File: src/rtl/uart_tx_param.sv
// uart_tx_param: UART transmitter with a small transmit FIFO in front of it.
// Data width, parity, stop bits and the per-bit clock divisor are parameters.
// A valid/ready handshake fills the FIFO. The FSM drains it onto the line,
// and consecutive frames follow each other with no idle gap.
//
// state   | meaning
// --------+---------------------------------------------------------------
// S_IDLE  | line high; a frame starts as soon as the FIFO holds a word
// S_START | start bit (low) for one bit time
// S_DATA  | DATA_BITS data bits, LSB first
// S_PAR   | parity bit (only reached when PARITY != 0)
// S_STOP  | STOP_BITS stop bits (high); may chain straight into S_START

module uart_tx_param #(
    parameter int CLKS_PER_BIT = 10416,
    parameter int DATA_BITS    = 8,
    parameter int PARITY       = 0,
    parameter int STOP_BITS    = 1,
    parameter int FIFO_DEPTH   = 4
) (
    input  logic                                clk,
    input  logic                                rst_n,
    input  logic [DATA_BITS-1:0]                tx_data,
    input  logic                                tx_valid,
    output logic                                tx_ready,
    output logic                                tx,
    output logic                                busy,
    output logic [$clog2(FIFO_DEPTH+1)-1:0]     fifo_count
);

    localparam int BW = $clog2(CLKS_PER_BIT);
    localparam int NW = $clog2(DATA_BITS + 1);
    localparam int PW = $clog2(FIFO_DEPTH);
    localparam int CW = $clog2(FIFO_DEPTH + 1);

    localparam logic [BW-1:0] BAUD_TC   = BW'(CLKS_PER_BIT - 1);
    localparam logic [NW-1:0] DATA_LAST = NW'(DATA_BITS - 1);
    localparam logic [NW-1:0] STOP_LAST = NW'(STOP_BITS - 1);
    localparam logic [CW-1:0] FULL      = CW'(FIFO_DEPTH);

    // Reject unsupported configurations at elaboration time.
    generate
        if (PARITY < 0 || PARITY > 2) begin : g_bad_parity
            $error("uart_tx_param: PARITY must be 0, 1 or 2");
        end
        if (STOP_BITS < 1 || STOP_BITS > 2) begin : g_bad_stop
            $error("uart_tx_param: STOP_BITS must be 1 or 2");
        end
        if (DATA_BITS < 5 || DATA_BITS > 9) begin : g_bad_data
            $error("uart_tx_param: DATA_BITS must be 5..9");
        end
        if (CLKS_PER_BIT < 2) begin : g_bad_div
            $error("uart_tx_param: CLKS_PER_BIT must be at least 2");
        end
        if (FIFO_DEPTH < 2 || (FIFO_DEPTH & (FIFO_DEPTH - 1)) != 0) begin : g_bad_depth
            $error("uart_tx_param: FIFO_DEPTH must be a power of two >= 2");
        end
    endgenerate

    typedef enum logic [2:0] {
        S_IDLE,
        S_START,
        S_DATA,
        S_PAR,
        S_STOP
    } state_t;

    state_t                 state;
    logic [BW-1:0]          baud;
    logic [NW-1:0]          bit_cnt;
    logic [DATA_BITS-1:0]   shifter;
    logic                   par_bit;

    logic [DATA_BITS-1:0]   mem [FIFO_DEPTH];
    logic [PW-1:0]          wr_ptr;
    logic [PW-1:0]          rd_ptr;
    logic [CW-1:0]          count;

    logic                   push;
    logic                   pop;
    logic                   baud_tc;
    logic [DATA_BITS-1:0]   head;

    assign tx_ready   = (count != FULL);
    assign busy       = (state != S_IDLE) || (count != '0);
    assign fifo_count = count;
    assign head       = mem[rd_ptr];
    assign baud_tc    = (baud == BAUD_TC);
    assign push       = tx_valid && tx_ready;

    // Pop when idle, or on the last cycle of the last stop bit so the next
    // start bit follows with no idle cycle in between.
    always_comb begin
        pop = 1'b0;
        if (count != '0) begin
            if (state == S_IDLE) begin
                pop = 1'b1;
            end else if (state == S_STOP && baud_tc && bit_cnt == STOP_LAST) begin
                pop = 1'b1;
            end
        end
    end

    // FIFO storage; contents need no reset because count gates every read.
    always_ff @(posedge clk) begin
        if (push) begin
            mem[wr_ptr] <= tx_data;
        end
    end

    // FIFO pointers and occupancy; pointers wrap naturally at FIFO_DEPTH.
    always_ff @(posedge clk) begin
        if (!rst_n) begin
            wr_ptr <= '0;
            rd_ptr <= '0;
            count  <= '0;
        end else begin
            if (push) begin
                wr_ptr <= wr_ptr + 1'b1;
            end
            if (pop) begin
                rd_ptr <= rd_ptr + 1'b1;
            end
            case ({push, pop})
                2'b10:   count <= count + 1'b1;
                2'b01:   count <= count - 1'b1;
                default: count <= count;
            endcase
        end
    end

    // Frame sequencer: registered line output, baud and bit counters.
    always_ff @(posedge clk) begin
        if (!rst_n) begin
            state   <= S_IDLE;
            tx      <= 1'b1;
            baud    <= '0;
            bit_cnt <= '0;
            shifter <= '0;
            par_bit <= 1'b0;
        end else begin
            case (state)
                S_IDLE: begin
                    tx <= 1'b1;
                    if (pop) begin
                        shifter <= head;
                        par_bit <= (^head) ^ (PARITY == 1);
                        baud    <= '0;
                        bit_cnt <= '0;
                        tx      <= 1'b0;
                        state   <= S_START;
                    end
                end
                S_START: begin
                    if (baud_tc) begin
                        baud    <= '0;
                        bit_cnt <= '0;
                        tx      <= shifter[0];
                        shifter <= shifter >> 1;
                        state   <= S_DATA;
                    end else begin
                        baud <= baud + 1'b1;
                    end
                end
                S_DATA: begin
                    if (baud_tc) begin
                        baud <= '0;
                        if (bit_cnt == DATA_LAST) begin
                            bit_cnt <= '0;
                            if (PARITY != 0) begin
                                tx    <= par_bit;
                                state <= S_PAR;
                            end else begin
                                tx    <= 1'b1;
                                state <= S_STOP;
                            end
                        end else begin
                            bit_cnt <= bit_cnt + 1'b1;
                            tx      <= shifter[0];
                            shifter <= shifter >> 1;
                        end
                    end else begin
                        baud <= baud + 1'b1;
                    end
                end
                S_PAR: begin
                    if (baud_tc) begin
                        baud    <= '0;
                        bit_cnt <= '0;
                        tx      <= 1'b1;
                        state   <= S_STOP;
                    end else begin
                        baud <= baud + 1'b1;
                    end
                end
                S_STOP: begin
                    if (baud_tc) begin
                        baud <= '0;
                        if (bit_cnt == STOP_LAST) begin
                            bit_cnt <= '0;
                            if (pop) begin
                                shifter <= head;
                                par_bit <= (^head) ^ (PARITY == 1);
                                tx      <= 1'b0;
                                state   <= S_START;
                            end else begin
                                tx    <= 1'b1;
                                state <= S_IDLE;
                            end
                        end else begin
                            bit_cnt <= bit_cnt + 1'b1;
                        end
                    end else begin
                        baud <= baud + 1'b1;
                    end
                end
                default: begin
                    tx      <= 1'b1;
                    baud    <= '0;
                    bit_cnt <= '0;
                    state   <= S_IDLE;
                end
            endcase
        end
    end

endmodule

File: config.mk
export PLATFORM = sky130hd
export DESIGN_NAME = uart_tx_param
export DESIGN_NICKNAME = d
export VERILOG_FILES = /design/src/rtl/uart_tx_param.sv
export SDC_FILE = /design/constraint.sdc
export NUM_CORES = 1
export LEC_CHECK = 0
export ABC_AREA = 0
export BUFFER_PORTS_ARGS = -buffer_cell sky130_fd_sc_hd__buf_2
export CAP_MARGIN = 0
export CORE_ASPECT_RATIO = 0.5
export CORE_UTILIZATION = 63
export CTS_BUF_LIST = sky130_fd_sc_hd__clkbuf_4 sky130_fd_sc_hd__clkbuf_8
export CTS_CLUSTER_SIZE = 8
export DETAILED_ROUTE_END_ITERATION = 10
export PLACE_DENSITY = 0.88
export SLEW_MARGIN = 40
export SYNTH_ARGS = -nofsm -noshare
export SYNTH_HDL_FRONTEND = slang
export SYNTH_SLANG_ARGS = --single-unit
export TNS_END_PERCENT = 20
File: constraint.sdc
create_clock -name clk -period 2.9 [get_ports clk]
set_input_delay 0.58 -clock clk [delete_from_list [all_inputs] [get_ports clk]]
set_output_delay 0.58 -clock clk [all_outputs]
set_load 0.01 [all_outputs]
==> metrics.cfg <==
[yosys]
ys_ff_latch = 71
synth_warnings = 0
synth_edf_count = 32
synthesis.nets = 296
syn_inst = 276
synth.area.top_cells = edfxtp_1 30%, dfxtp_1 24%, mux4_2 5.6%
avgSynthCellArea_sq_um = 11.6
synth_top_family_by_area = simple AND/OR/NAND/NOR gates
synth_top_area_cell = edfxtp_1
synth_compound_area_share_pct = 7.85
ys_seq_area_share_pct = 54.4
synthAdderAreaFrac_pct = 3.75
synthMuxAreaShare_pct = 9.38
yosys.area_share.simple_pct = 16.2
synth_cell_types = 49
yosys_most_used_dff = dfxtp_1
synthArstFlopShare_pct = 0
syn_area_sq_um = 3200
synth_xor_area_share_pct = 4.65
synth_top_area_share_pct = 30.0

[power]
p_leak_nw = 1.22
ir_worst_vdd_mv = 0.724
powerDensity_nw_per_um2 = 961

[worst_setup_path]
path_max_fanout = 5
crit_chain = inv_1, ha_1, nor3b_1, nand2_1, a21oi_1, ha_1, fa_1, xnor2_1, or3_1, a21oi_1
path_class = reg -> reg
slowest_delay_ns = 0.48
endpoint_kind = flip-flop
path_buf_inv = 1
critPathLaunchType = flip-flop
cp.required_ns = 3.19
cp.arrival_ns = 2.79
crit_family = simple AND/OR/NAND/NOR gates
crit_slowest_cell = nor3b_1

[min_path]
min-delay-path-class = in -> reg

[layout]
mostFrequentLayoutCells = 39 x dfxtp_1, 32 x edfxtp_1, 26 x nor2_1, 16 x nand2_1, 16 x buf_2
nets = 311
area_growth_pct = 8.87
drive_gt1_share_pct = 15.9
antenna_cells = 0
final_common_cell = dfxtp_1
layoutNonFillerInstCount = 362
fin_area_sq_um = 3490

[die]
io_pins = 17
start_util_pct = 69.1
chipWidth_microns = 103
row_count = 17
core_region_area_sq_um = 4640
die_h_microns = 52.4
dieArea_sq_um = 5390

[route]
drcViolationCount = 0
vias = 2105
wire_per_inst_microns = 16.0
drtIter0Drc = 95
ant_nets = 0
viasPerCell = 5.81
finalWirelength_microns = 5810
drt_pass1_iterations = 4

[placed_design]
hpwl_microns = 3970
gp_congestion = 0.813
placed_area_sq_um = 3310
port_buffers = 16
dp_cells = 346
post-place-ws_ns = 0.440

[sta]
max_freq_mhz = 400
worst_slew_pin_slew_ns = 0.639
rsz0062_at_grt = false
setup_slack_ns = 0.400
max_slew_margin_pct = 57.4
drv_slew = 0
setup_tns_ns = 0
finalHoldViolations = 0
finalCritPeriodShare_pct = 86.2
setup_viol = 0
fin_worst_skew_ns = 0.00354
layout_min_cycle_time_ns = 2.50

[cts]
cts_max_level = 3
clk_pin_slew_ns = 0.08
cts_tree = yes
clock_path_buffers = 2
post_cts_buffers = 0
root_buffer = clkbuf_8
cts_resized = 0
clock-sinks = 71
ctsHoldBuffers = 0
clock_latency_ns = 0.37
numCtsBuffers = 9

[global_routing]
gr-total-overflow = 0
grt_pass1_vias = 2034
grt_use_total_pct = 26.0
grt_pass1_wl_microns = 9690
antenna_found_initial = 0
grt_start_max_net_pins = 18

[outcome]
outcome = complete, no violations

[job]
max_cap_viol_count = 0

## state kept, by name, summed over array words and instances (netlist names), named ones only
| name | cells |
|---|---|
| fifo_count | 3 |
| tx | 1 |
| rd_ptr | 2 |
| wr_ptr | 2 |
| bit_cnt | 4 |
| shifter | 8 |
| state | 3 |
| baud | 14 |
| mem | 32 |
## routing by layer
metal  GRT usage [%]  routed length [microns]  vias to the layer above
li1                -                        -                     1032
met1            30.1                     2580                     1018
met2            43.6                     2840                       47
met3            11.2                      316                        8
met4            9.86                       65                        0
met5               0                        0                        -
## kinds of logic after synthesis
kind of cell             after synthesis
XOR/XNOR                              17
flip-flops                            71
AO/OA/AOI/OAI                         36
multiplexers                          20
buffers and inverters                 26
adder cells (fa/ha/maj)                9
AND/OR/NAND/NOR                       97
## area by class of cell
| type | instances | area, sq um |
|---|---|---|
| clock buffer | 9 | 124 |
| clock inverter | 7 | 53.8 |
| fill | 312 | 1150 |
| inverter | 11 | 41.3 |
| multi-input combinational | 179 | 1340 |
| sequential | 71 | 1740 |
| tap | 66 | 82.6 |
| timing repair buffer | 19 | 103 |
## final timing paths
kind,start,to,slack (ns),cells after the start
min reg2reg,shifter[7]$_SDFFE_PN0P_,shifter[7]$_SDFFE_PN0P_,0.48,2
max reg2reg,bit_cnt[0]$_SDFFE_PN0P_,fifo_count[2]$_SDFFE_PN0P_,0.40,10
max,bit_cnt[0]$_SDFFE_PN0P_,fifo_count[2]$_SDFFE_PN0P_,0.40,10
min,tx_data[6],mem[3][6]$_DFFE_PP_,0.43,1
## synthesized netlist by cell type (all sizes together), types with 4 or more instances
cell type and count:
o31ai 7, o21ai 6, mux4 8, and3 6, nor3 8, clkbuf 5, xnor2 13, dfxtp 39
buf 10, nor2 27, xor2 4, ha 8, or3 4, a21oi 10, inv 10, nand2 17
mux2i 12, nand3 11, edfxtp 32
## report_power, final
group          internal [W]  total, W  switching [W]
clock              0.000317  0.000721       0.000404
sequential          0.00124   0.00142       0.000178
combinational      0.000524   0.00121       0.000685
## metrics by stage
step / hold WS [ns] / utilization (%) / power [W]
CTS: 0.414 / 75.2 / 0.00336
floorplan: 0.436 / - / 0.00242
global route: 0.406 / 75.2 / 0.00356
global placement: 0.444 / 71.3 / 0.00257
finish: 0.427 / 75.2 / 0.00335
detailed placement: 0.457 / 71.3 / 0.00264
(Power assumes the default switching activity.)
